## src/rtl/qenc_pkg.sv

```systemverilog
// Shared definitions for the quadrature encoder generator.
// State codes, the direction type and the step function, used by the RTL and by the bench.
package qenc_pkg;

  localparam logic [1:0] S00 = 2'b00;
  localparam logic [1:0] S01 = 2'b01;
  localparam logic [1:0] S11 = 2'b11;
  localparam logic [1:0] S10 = 2'b10;

  typedef enum logic {
    DIR_FWD = 1'b0,
    DIR_REV = 1'b1
  } qenc_dir_e;

  // {A,B} forward: 00->01->11->10->00. Reverse walks the same ring backwards.
  function automatic logic [1:0] qenc_next_state(input logic [1:0] s, input qenc_dir_e dir);
    logic [1:0] n;
    n = s;
    case (s)
      S00:     n = (dir == DIR_FWD) ? S01 : S10;
      S01:     n = (dir == DIR_FWD) ? S11 : S00;
      S11:     n = (dir == DIR_FWD) ? S10 : S01;
      default: n = (dir == DIR_FWD) ? S00 : S11;
    endcase
    return n;
  endfunction

endpackage

```

## src/rtl/qenc_phase_timer.sv

```systemverilog
// Quarter-period counter: counts 0..period-1 while enabled, pulses wrap on the last count.
// Holds its count when enable is low; clear restarts the quarter from 0.
module qenc_phase_timer #(
  parameter int W = 16
) (
  input  logic         clk,
  input  logic         reset,
  input  logic         enable,
  input  logic         clear,
  input  logic [W-1:0] period,
  output logic         wrap
);

  logic [W-1:0] count_q, count_d;

  assign wrap = enable && (period != '0) && (count_q == period - W'(1));

  always_comb begin
    count_d = count_q;
    if (clear || wrap) begin
      count_d = '0;
    end else if (enable && (period != '0)) begin
      count_d = count_q + W'(1);
    end
  end

  always_ff @(posedge clk or posedge reset) begin
    if (reset) count_q <= '0;
    else       count_q <= count_d;
  end

endmodule

```

## src/rtl/quad_encoder_gen.sv

```systemverilog
// Quadrature encoder generator: A/B/index at a programmed speed and direction.
// Optional QENC_GLITCH_EN adds glitch_req, which flips encoder_a for one clk per rising edge.
module quad_encoder_gen
  import qenc_pkg::*;
#(
  parameter int DATA_WIDTH = 16,
  parameter int CPR        = 64,
  parameter int POS_W      = $clog2(CPR)
) (
  input  logic                  clk,
  input  logic                  reset,
  input  logic                  enable,
  input  logic                  cfg_valid,
  output logic                  cfg_ready,
  input  logic [DATA_WIDTH-1:0] cfg_quarter_period,
  input  logic                  cfg_dir,
`ifdef QENC_GLITCH_EN
  input  logic                  glitch_req,
`endif
  output logic                  encoder_a,
  output logic                  encoder_b,
  output logic                  index,
  output logic [POS_W-1:0]      position,
  output logic                  busy
);

  // state | meaning
  // S00   | A=0 B=0 (index phase when position==0)
  // S01   | A=0 B=1
  // S11   | A=1 B=1
  // S10   | A=1 B=0

  logic [DATA_WIDTH-1:0] act_qp_q, act_qp_d;
  qenc_dir_e             act_dir_q, act_dir_d;
  logic [DATA_WIDTH-1:0] pend_qp_q, pend_qp_d;
  qenc_dir_e             pend_dir_q, pend_dir_d;
  logic                  pend_valid_q, pend_valid_d;
  logic                  cfg_ready_q, cfg_ready_d;
  logic [1:0]            state_q, state_d;
  logic [POS_W-1:0]      pos_q, pos_d;
  logic                  index_q, index_d;
  logic                  busy_q, busy_d;
  logic                  wrap, xfer, apply;

  assign xfer  = cfg_valid && cfg_ready_q;
  assign apply = pend_valid_q && ((act_qp_q == '0) || !enable || wrap);

  qenc_phase_timer #(.W(DATA_WIDTH)) u_timer (
    .clk    (clk),
    .reset  (reset),
    .enable (enable),
    .clear  (apply),
    .period (act_qp_q),
    .wrap   (wrap)
  );

  always_comb begin
    act_qp_d     = act_qp_q;
    act_dir_d    = act_dir_q;
    pend_qp_d    = pend_qp_q;
    pend_dir_d   = pend_dir_q;
    pend_valid_d = pend_valid_q;
    cfg_ready_d  = cfg_ready_q;
    state_d      = state_q;
    pos_d        = pos_q;

    // cfg_ready re-opens one cycle after the pending slot empties.
    if (cfg_ready_q) cfg_ready_d = !xfer;
    else             cfg_ready_d = !pend_valid_q;

    if (apply) begin
      act_qp_d     = pend_qp_q;
      act_dir_d    = pend_dir_q;
      pend_valid_d = 1'b0;
    end
    if (xfer) begin
      pend_qp_d    = cfg_quarter_period;
      pend_dir_d   = qenc_dir_e'(cfg_dir);
      pend_valid_d = 1'b1;
    end

    // A boundary step always uses the direction that governed the finishing quarter.
    if (wrap) begin
      state_d = qenc_next_state(state_q, act_dir_q);
      pos_d   = (act_dir_q == DIR_FWD) ? pos_q + POS_W'(1) : pos_q - POS_W'(1);
    end

    index_d = (state_d == S00) && (pos_d == '0);
    busy_d  = (act_qp_d != '0) && enable;
  end

  always_ff @(posedge clk or posedge reset) begin
    if (reset) begin
      act_qp_q     <= '0;
      act_dir_q    <= DIR_FWD;
      pend_qp_q    <= '0;
      pend_dir_q   <= DIR_FWD;
      pend_valid_q <= 1'b0;
      cfg_ready_q  <= 1'b1;
      state_q      <= S00;
      pos_q        <= '0;
      index_q      <= 1'b1;
      busy_q       <= 1'b0;
    end else begin
      act_qp_q     <= act_qp_d;
      act_dir_q    <= act_dir_d;
      pend_qp_q    <= pend_qp_d;
      pend_dir_q   <= pend_dir_d;
      pend_valid_q <= pend_valid_d;
      cfg_ready_q  <= cfg_ready_d;
      state_q      <= state_d;
      pos_q        <= pos_d;
      index_q      <= index_d;
      busy_q       <= busy_d;
    end
  end

`ifdef QENC_GLITCH_EN
  logic glitch_req_q;
  logic enc_a_q, enc_a_d;

  always_comb begin
    enc_a_d = state_d[1] ^ (glitch_req && !glitch_req_q);
  end

  always_ff @(posedge clk or posedge reset) begin
    if (reset) begin
      glitch_req_q <= 1'b0;
      enc_a_q      <= 1'b0;
    end else begin
      glitch_req_q <= glitch_req;
      enc_a_q      <= enc_a_d;
    end
  end

  assign encoder_a = enc_a_q;
`else
  assign encoder_a = state_q[1];
`endif

  assign encoder_b = state_q[0];
  assign index     = index_q;
  assign position  = pos_q;
  assign cfg_ready = cfg_ready_q;
  assign busy      = busy_q;

endmodule

```

## config.mk

```make
export PLATFORM = sky130hd
export DESIGN_NAME = quad_encoder_gen
export DESIGN_NICKNAME = d
export VERILOG_FILES = /design/src/rtl/qenc_pkg.sv /design/src/rtl/qenc_phase_timer.sv /design/src/rtl/quad_encoder_gen.sv
export SDC_FILE = /design/constraint.sdc
export NUM_CORES = 1
export LEC_CHECK = 0
export ABC_AREA = 1
export CELL_PAD_IN_SITES_DETAIL_PLACEMENT = 0
export CELL_PAD_IN_SITES_GLOBAL_PLACEMENT = 1
export CORE_MARGIN = 10
export CORE_UTILIZATION = 45
export DETAILED_ROUTE_END_ITERATION = 8
export PLACE_DENSITY_LB_ADDON = 0.25
export SYNTH_ARGS = -nofsm -noshare
export SYNTH_HDL_FRONTEND = slang
export SYNTH_SLANG_ARGS = --single-unit
```

## constraint.sdc

```tcl
create_clock -name clk -period 5.22 [get_ports clk]
set_clock_uncertainty 0.15 [all_clocks]
set_input_delay 1.044 -clock clk [delete_from_list [all_inputs] [get_ports clk]]
set_output_delay 1.044 -clock clk [all_outputs]
set_load 0.02 [all_outputs]
```

After elaboration in Yosys (flattened, before gate mapping)
Index checks and enable logic that the tools add are counted.

Multiplexer cells: 14. Equal/unequal tests: 3. Reductions and logical operators: 20. $add $sub $neg: 4.

Operators with widths (count): 16-bit two-way mux (3); 16-bit nonzero test (2); 16-bit by 1-bit adder with 16-bit output, second input constant (1); 16-bit equality test (1); 16-bit logical NOT (1); 16-bit by 1-bit subtractor with 16-bit output, second input constant (1); 6-bit two-way mux (2); 2-bit two-way mux (5); 6-bit by 1-bit adder with 6-bit output, second input constant (1); 1-bit logical AND (6); 6-bit logical NOT (1); 2-bit one-hot mux with 3 select lines (1); 6-bit by 1-bit subtractor with 6-bit output, second input constant (1); 2-bit logical NOT (2); 2-bit nonzero test (2); 1-bit logical NOT (3); 1-bit logical OR (3); 1-bit two-way mux (3); 2-bit by 1-bit equality test with 1-bit output, second input constant (1); 2-bit equality test, second input constant (1).

Register bits after elaboration: 62. Input port bits: 21.

Depth between registers and ports, before layout
Gate-level depths: netlist of run 1.

Word-level depth: 8. Gate-level depth with buffers: 22. Mapped depth without buffers: 21.

Modules after synthesis
From an unflattened synthesis of run 1, not the netlist that was laid out.

Cells, all modules: 550. Area total of the unflattened synthesis: 4012.6 µm².

Modules (own cells, without submodules): quad_encoder_gen (area each 2213.4 µm², instances 1, cells each 280); qenc_phase_timer (area each 1799.2 µm², instances 1, cells each 270).

Worst setup path before layout of run 1
OpenSTA, ideal clock, no wires.

Path kind: input port to flip-flop. From: in enable. To: reg u_timer.count_q[14]. Arrival: 2.245 ns. Data required time: 4.949 ns. Setup time: 0.121 ns. Path buffers: 0. Path slack: 2.704 ns. Cell stages on the path: 11. Path through: inv_1 a21oi_4 nor2_2 nor2_4 nand3_1 nor2_2 nand2_1 nor2_1 nand4_1 xor2_1 nor2_1.

Word-level cells in the longest chain between the ends: 6. Elaborated cells between the ends (all ways): 9.

RTL lines: from (decl) (RTL line quad_encoder_gen.sv:12) `input logic enable,`; 1-bit logical NOT / 1-bit logical AND (equally long branches) (RTL line quad_encoder_gen.sv:46, qenc_phase_timer.sv:16, qenc_phase_timer.sv:22); 1-bit logical OR / 1-bit logical AND (equally long branches) (RTL line quad_encoder_gen.sv:46, qenc_phase_timer.sv:16); 1-bit logical OR (RTL line quad_encoder_gen.sv:46) `assign apply = pend_valid_q && ((act_qp_q == '0) || !enable || wrap);`; 1-bit logical AND (RTL line quad_encoder_gen.sv:46); 1-bit logical OR (RTL line qenc_phase_timer.sv:20) `if (clear || wrap) begin`; 16-bit two-way mux / 2-bit nonzero test (equally long branches); to (signal assigned) (RTL line qenc_phase_timer.sv:29) `else count_q <= count_d;`; to (decl) (RTL line qenc_phase_timer.sv:14) `logic [W-1:0] count_q, count_d;`.

Several ways; a longest one is shown, not always the timed one. A chain may end at the register's enable or synchronous reset.

Final worst setup path of run 1
From: reg act_qp_q[1]. To: reg busy_q, in the netlist busy.

Word-level cells in the longest chain between the ends: 8. Elaborated cells between the ends (all ways): 12.

RTL lines: from (decl) (RTL line quad_encoder_gen.sv:33) `logic [DATA_WIDTH-1:0] act_qp_q, act_qp_d;`; from (signal assigned) (RTL line quad_encoder_gen.sv:105) `act_qp_q <= act_qp_d;`; 16-bit by 1-bit subtractor with 16-bit output / 16-bit nonzero test (equally long branches) (RTL line qenc_phase_timer.sv:16) `assign wrap = enable && (period != '0) && (count_q == period - W'(1));`; 16-bit equality test / 1-bit logical AND (equally long branches) (RTL line qenc_phase_timer.sv:16); 1-bit logical AND (RTL line qenc_phase_timer.sv:16); 1-bit logical OR (RTL line quad_encoder_gen.sv:46); 1-bit logical AND (RTL line quad_encoder_gen.sv:46); 16-bit two-way mux (*) (RTL line quad_encoder_gen.sv:71) `if (apply) begin`; 16-bit nonzero test (*) (RTL line quad_encoder_gen.sv:89) `busy_d = (act_qp_d != '0) && enable;`; 1-bit logical AND (*) (RTL line quad_encoder_gen.sv:89); net busy_d (RTL line quad_encoder_gen.sv:42) `logic busy_q, busy_d;`; to (signal assigned) (RTL line quad_encoder_gen.sv:114) `busy_q <= busy_d;`; to (decl) (RTL line quad_encoder_gen.sv:42).

The timed path passes the listed nets; every way through them passes the cells marked *.

==> flow_metrics.env, run 1 <==
export IMPL_status="complete, no violations"
export IMPL_final_common_cell="nand2_1"
export IMPL_grt_total_usage_pct=13.51
export IMPL_post_cts_buffers=0
export IMPL_crit_path_start_kind="flop"
export IMPL_met2_length_um=3541
export IMPL_die_area_sq_um=12270
export IMPL_slowest_delay_ps=360
export IMPL_holdPathStages=1
export IMPL_regToRegSetupSlack_ps=2270
export IMPL_cts_root_buffer="clkbuf_8"
export IMPL_vias=2974
export IMPL_crit_path_end_kind="flop"
export IMPL_netlist_instances=489
export IMPL_antenna_cells=0
export IMPL_critPathSlowestCell="dfrtp_1"
export IMPL_max_vdd_ir_drop_mv=0.2277
export IMPL_clk_latency_ps=350
export IMPL_postRouteAntennaNets=0
export IMPL_drc_errors=0
export IMPL_cp_data_arrival_time_ps=3030
export IMPL_maxSlewHeadroom_pct=49.33
export IMPL_yosys_warnings=0
export IMPL_rr_worst_depth=19
export IMPL_worstPathMaxFanout=19
export IMPL_wl_per_cell_um=12.68
export IMPL_gp_congestion=0.9085
export IMPL_overflow=0
export IMPL_place_area_sq_um=4095
export IMPL_dp_hpwl_um=6211
export IMPL_grt_pass1_vias=3021
export IMPL_syn_area_sq_um=3707
export IMPL_nNetsFinal=550
export IMPL_area_delta_synth_final_pct=16.23
export IMPL_finalSetupViolCount=0
export IMPL_clk_pin_slew_ps=70
export IMPL_worstHoldPathType="flop to flop"
export IMPL_cp_common_cell="nor2_1"
export IMPL_num_rows=33
export IMPL_synthArstFlopShare_pct=100.0
export IMPL_dr_wl_met3_um=306
export IMPL_avgSynthCellArea_sq_um=7.581
export IMPL_fin_crit_sh_pct=56.58
export IMPL_io_buffers=31
export IMPL_final_cell_area_sq_um=4309
export IMPL_min_to="position[5]"
export IMPL_cts_tree="yes"
export IMPL_antenna_found_initial=0
export IMPL_drv_cap=0
export IMPL_core_sq_um=8134
export IMPL_leakagePower_nw=2.105
export IMPL_die_x_um=110.8
export IMPL_h_tree_depth=3
export IMPL_start_util_pct=45.58
export IMPL_wl_um=8002
export IMPL_fill_cells=793
export IMPL_yosysUniqueCellTypes=39
export IMPL_fin_crit_ps=2953
export IMPL_grt_pass1_wl_um=14120
export IMPL_clock_fmax_mhz=338.6
export IMPL_layout_common_cells="nand2_1 (132), inv_1 (75), dfrtp_1 (60)"
export IMPL_grt_max_degree=35
export IMPL_grt_setup_unrepaired="no"
export IMPL_ys_ff_latch=62
export IMPL_ys_seq_area_share_pct=41.92
export IMPL_finalHoldViolations=0
export IMPL_timing_rr_start="act_qp_q[1]"
export IMPL_die_h_um=110.8
export IMPL_synth_edf_count=0
export IMPL_drv_slew=0
export IMPL_ctsHoldBuffers=0
export IMPL_drtIter0Drc=133
export IMPL_wirelength_met1_um=3979
export IMPL_synthesis_nets=518
export IMPL_ys_flop_type="dfrtp_1"
export IMPL_power_per_cell_area_nw_per_um2=436.2
export IMPL_drt_pass1_iterations=4
export IMPL_viasPerCell=4.713
export IMPL_max_slew_worst_pin_slew_ps=759.1
export IMPL_crit_chain="inv_1 -> ha_1 -> nand2_1 -> nor2_2 -> nor2_1 -> nor2_1 -> nand2_1 -> nor2_1 -> nand3_2 -> nor2_4 -> nand2_4 -> nand2_8 -> nand2_8 -> o21ai_1 -> nand2_1 -> nor2_1 -> nand2_1 -> nor2_1 -> nor2_1"
export IMPL_io_pins=32
export IMPL_numCtsBuffers=9
export IMPL_worst_hold_startpoint="position[5]"
export IMPL_top_layer_used="met4"
export IMPL_dp_slack_ps=1943
export IMPL_cts_resized=0
export IMPL_drive_gt1_share_pct=10.27
export IMPL_final_setup_tns_ps=0
export IMPL_worst_setup_path_type="flop to flop"
export IMPL_worst_endpoint_required_ps=5300
export IMPL_cts_buffer_depth=2
export IMPL_timing_rr_end="busy"
export IMPL_cts_sinks=62
export IMPL_worst_slack_ps=2267
[critical path, delay by kind of cell (launching register included)]
| kind | cells | cell delay [ps] |
|---|---|---|
| simple gates | 16 | 1770 |
| flops | 1 | 360 |
| fa+ha+maj | 1 | 220 |
| compound gates | 1 | 200 |
| buf+inv | 1 | 140 |
[state kept, by name (all words and copies together) (netlist names)]
name             flops
act_dir_q            1
act_qp_q            16
busy                 1
cfg_ready            1
index                1
pend_dir_q           1
pend_qp_q           16
pend_valid_q         1
position             6
state_q              2
u_timer.count_q     16
[metal layers]
metal,up-vias,GRT usage (%)
li1,1571,-
met2,47,21.07
met1,1339,17.53
met4,0,4.861
met3,17,3.517
met5,-,0
[metrics by stage]
step                hold WS, ps  std cells  power (mW)  util (%)
global route              392.2        631       2.048     52.98
detailed placement        331.2        615       1.428     50.35
floorplan                 299.2        489       1.268         -
finish                    334.7        631       1.880     52.98
global placement          325.9        615       1.418     50.35
CTS                       341.9        631       1.899     52.98
[where the power goes]
part / internal [mW] / total, mW / switching [mW]
clock network: 0.268 / 0.463 / 0.195
logic: 0.248 / 0.669 / 0.421
registers: 0.617 / 0.747 / 0.131
[logic make-up after synthesis]
| logic type | after synthesis | share of synthesized area (%) |
|---|---|---|
| and+or+nand+nor | 258 | 32.84 |
| buffers and inverters | 92 | 9.855 |
| DFF | 62 | 41.92 |
| AOI/OAI and AO/OA | 44 | 6.514 |
| xor gates and xnor gates | 24 | 5.670 |
| adders and majority gates | 8 | 2.902 |
| muxes | 1 | 0.3037 |
[synthesized netlist by cell type (2+ instances only)]
library cell    n  share of area, %
a21oi_1         9               1.2
buf_2           4              0.54
buf_6           2              0.61
clkbuf_1        5              0.51
dfrtp_1        60                40
dfstp_2         2               1.4
ha_1            7               2.4
inv_1          76               7.7
inv_2           5              0.51
nand2_1       132                13
nand2_2         3              0.51
nand2_4         2              0.61
nand2_8         2               1.1
nand3_1        37               5.0
nand3_2         3              0.81
nand4_1         3              0.51
nor2_1         47               4.8
nor2_2          7               1.2
nor2_4          7               2.1
nor3_1          6              0.81
nor3b_1         2              0.40
o21ai_0        26               3.5
o21ai_1         4              0.54
xnor2_1         9               2.1
xor2_1         15               3.5
[worst max-delay path by stage]
stage / from / to / slack [ps] / cells past startpoint
floorplan: reset / act_dir_q / 2490 / 1
global placement: enable / u_timer.count_q[14] / 2030 / 12
detailed placement: enable / u_timer.count_q[14] / 1940 / 12
CTS: act_qp_q[1] / busy / 2240 / 19
global route: act_qp_q[1] / busy / 1970 / 19
finish: act_qp_q[1] / busy / 2270 / 19
[final cells by class]
cell class / instances / area (sq um) / share of cell area, %
well taps: 105 / 131.4 / 3.049
flip-flops and latches: 62 / 1554 / 36.06
inverters: 81 / 304.0 / 7.056
multi-input cells: 335 / 1788 / 41.49
clock inverters: 6 / 86.33 / 2.003
repair buffers: 32 / 317.8 / 7.375
clock buffers: 10 / 127.6 / 2.962
Power figures use the tool's default switching activity.
==> run 2: changes to the inputs <==
--- a/config.mk
+++ b/config.mk
@@ -9,7 +9,7 @@
 export CELL_PAD_IN_SITES_DETAIL_PLACEMENT = 0
 export CELL_PAD_IN_SITES_GLOBAL_PLACEMENT = 1
 export CORE_MARGIN = 10
-export CORE_UTILIZATION = 45
+export CORE_UTILIZATION = 39
 export DETAILED_ROUTE_END_ITERATION = 8
 export PLACE_DENSITY_LB_ADDON = 0.25
 export SYNTH_ARGS = -nofsm -noshare
==> constraint.sdc (replaced) <==
create_clock -name clk -period 2.55 [get_ports clk]
set_clock_uncertainty 0.15 [all_clocks]
set_input_delay 0.51 -clock clk [delete_from_list [all_inputs] [get_ports clk]]
set_output_delay 0.51 -clock clk [all_outputs]
set_load 0.02 [all_outputs]
==> run 2 against run 1 <==
Via count is 9.2% higher. First-iteration DRC count is 24% lower. Sequential share of layout area is 4.8 points lower. Die area is 13% higher. Utilization is 0.96 points higher. Sequential power is 100% higher. Power is 140% higher. Final cell count is 13% higher. Wire length is 12% higher. Clock-buffer cell count stayed put. Largest power group is now combinational logic.
==> flow_metrics.env, run 2 (synthesis results as in run 1) <==
export IMPL_clock_fmax_mhz=394.8
export IMPL_drtIter0Drc=101
export IMPL_drv_slew=0
export IMPL_numCtsBuffers=9
export IMPL_timing_rr_start="act_qp_q[10]"
export IMPL_leakagePower_nw=2.430
export IMPL_drive_gt1_share_pct=24.87
export IMPL_die_area_sq_um=13810
export IMPL_dp_hpwl_um=6594
export IMPL_grt_setup_unrepaired="yes"
export IMPL_regToRegSetupSlack_ps=20
export IMPL_use_met3_pct=2.926
export IMPL_postRouteAntennaNets=0
export IMPL_top_usage_layer="met2"
export IMPL_io_buffers=31
export IMPL_fin_crit_sh_pct=99.33
export IMPL_h_tree_depth=3
export IMPL_layout_common_cells="nand2_1 (126), inv_1 (73), dfrtp_1 (55)"
export IMPL_maxSlewHeadroom_pct=72.67
export IMPL_cts_root_buffer="clkbuf_8"
export IMPL_final_cell_area_sq_um=4984
export IMPL_place_inst=680
export IMPL_nNetsFinal=607
export IMPL_regArea_sq_um=1560
export IMPL_max_vdd_ir_drop_mv=0.4740
export IMPL_crit_start="act_qp_q[10]"
export IMPL_worstPathMaxFanout=8
export IMPL_start_util_pct=40.12
export IMPL_wl_um=8925
export IMPL_gp_congestion=0.8551
export IMPL_finalHoldViolations=0
export IMPL_grt_pass1_wl_um=14830
export IMPL_io_pins=32
export IMPL_die_x_um=117.5
export IMPL_status="complete, no violations"
export IMPL_place_area_sq_um=4458
export IMPL_fin_crit_ps=2533
export IMPL_worst_setup_path_type="flop to flop"
export IMPL_final_instance_count_excl_fill=712
export IMPL_ctsHoldBuffers=0
export IMPL_drc_errors=0
export IMPL_cts_sinks=62
export IMPL_antenna_found_initial=0
export IMPL_grt_pass1_vias=3137
export IMPL_drt_pass1_iterations=4
export IMPL_reg_largest_list="act_qp_q x16, pend_qp_q x16, u_timer.count_q x16"
export IMPL_clk_latency_ps=350
export IMPL_grt_util_met1_pct=16.73
export IMPL_cts_tree="yes"
export IMPL_num_rows=35
export IMPL_vias=3249
export IMPL_clk_pin_slew_ps=80
export IMPL_timing_rr_end="busy"
export IMPL_final_common_cell="nand2_1"
export IMPL_crit_path_end_kind="flop"
export IMPL_power_per_cell_area_nw_per_um2=894.2
export IMPL_worst_hold_startpoint="position[5]"
export IMPL_worst_endpoint_required_ps=2680
export IMPL_area_delta_synth_final_pct=34.42
export IMPL_worstHoldPathType="flop to flop"
export IMPL_max_slew_worst_pin_slew_ps=406.6
export IMPL_multi_input_area_sq_um=1988
export IMPL_grt_total_usage_pct=12.83
export IMPL_finalSetupViolCount=0
export IMPL_die_h_um=117.5
export IMPL_wl_per_cell_um=12.54
export IMPL_use_met2_pct=20.45
export IMPL_crit_path_start_kind="flop"
export IMPL_core_sq_um=9240
export IMPL_drv_cap=0
export IMPL_grt_max_degree=63
export IMPL_rr_worst_depth=21
export IMPL_viasPerCell=4.563
export IMPL_antenna_cells=0
export IMPL_cts_buffer_depth=2
export IMPL_fill_cells=887
export IMPL_overflow=0
export IMPL_endpoint="busy"
export IMPL_cp_data_arrival_time_ps=2660
-- run 2: cell types whose count changed in the layout (fill, tap and decap cells not counted), sizes merged --
| cell | change |
|---|---|
| buf | +54 |
| nand2 | +3 |
| clkinv | -2 |
| clkinvlp | +2 |
| bufinv | -1 |
| inv | +1 |
-- run 2: per-stage QoR --
stage                     setup slack, ps  hold slack [ps]  power (mW)  TNS, ps  util, %
after floorplan                     136.1            299.2       2.597        0        -
after global placement             -49.01            322.0       3.296   -218.5    48.25
after detailed placement           -133.8            328.6       3.304    -1242    48.25
after CTS                          -38.59            343.3       4.292   -38.59    51.33
after global routing               -239.1            378.1       4.817    -1295    53.93
final                               17.19            338.0       4.456        0    53.93
-- run 2: cell type report --
cell class	count	area share, %
clock buffers	10	2.762
clock inverters	6	1.406
inverters	81	6.151
multi-input cells	338	39.89
flip-flops and latches	62	31.31
well taps	129	3.239
repair buffers	86	15.24
-- run 2: worst max-delay path, stage by stage, from the launching register on --
cell     delay [ps]
dfrtp_1         430
nor2_2          170
nand2_4          80
buf_12          130
nor2_8          100
nand3_1          80
nand2_1          70
nand2_1          50
nor2_2           90
nand2_2          70
nor2_4          150
nand2_4         130
nand2_8         120
nand2_8          80
buf_4           150
nand2_1          60
nand2_2          50
nand2_1          60
nor2_1           40
nand2_1          40
nor2_1           40
nor2_1          100
-- run 2: timing repair --
item	4_1_cts	5_1_grt
gates cloned	2	1
endpoints found under the hold margin	0	0
resized for setup	12	41
endpoints found under the setup margin	17	18
buffers inserted	1	12
pin swaps	4	31
-- run 2: per-layer routing --
| metal | up-vias | routed length, um |
|---|---|---|
| li1 | 1691 | - |
| met1 | 1501 | 4373 |
| met2 | 50 | 4179 |
| met3 | 7 | 272 |
| met4 | 0 | 101 |
| met5 | - | 0 |
-- run 2: worst min path at each step --
stage / endpoint / cells after the start / slack, ps
4_1_cts: position[5] / 1 / 340
3_3_place_gp: u_timer.count_q[15] / 1 / 320
5_1_grt: position[5] / 1 / 380
6_report: position[5] / 1 / 340
3_5_place_dp: pend_qp_q[0] / 2 / 330
2_1_floorplan: pend_qp_q[0] / 2 / 300
-- run 2: where the power goes --
part	switching [mW]	total, mW	internal, mW
combinational	1.12	2.04	0.923
clock	0.425	0.907	0.482
sequential	0.236	1.51	1.27
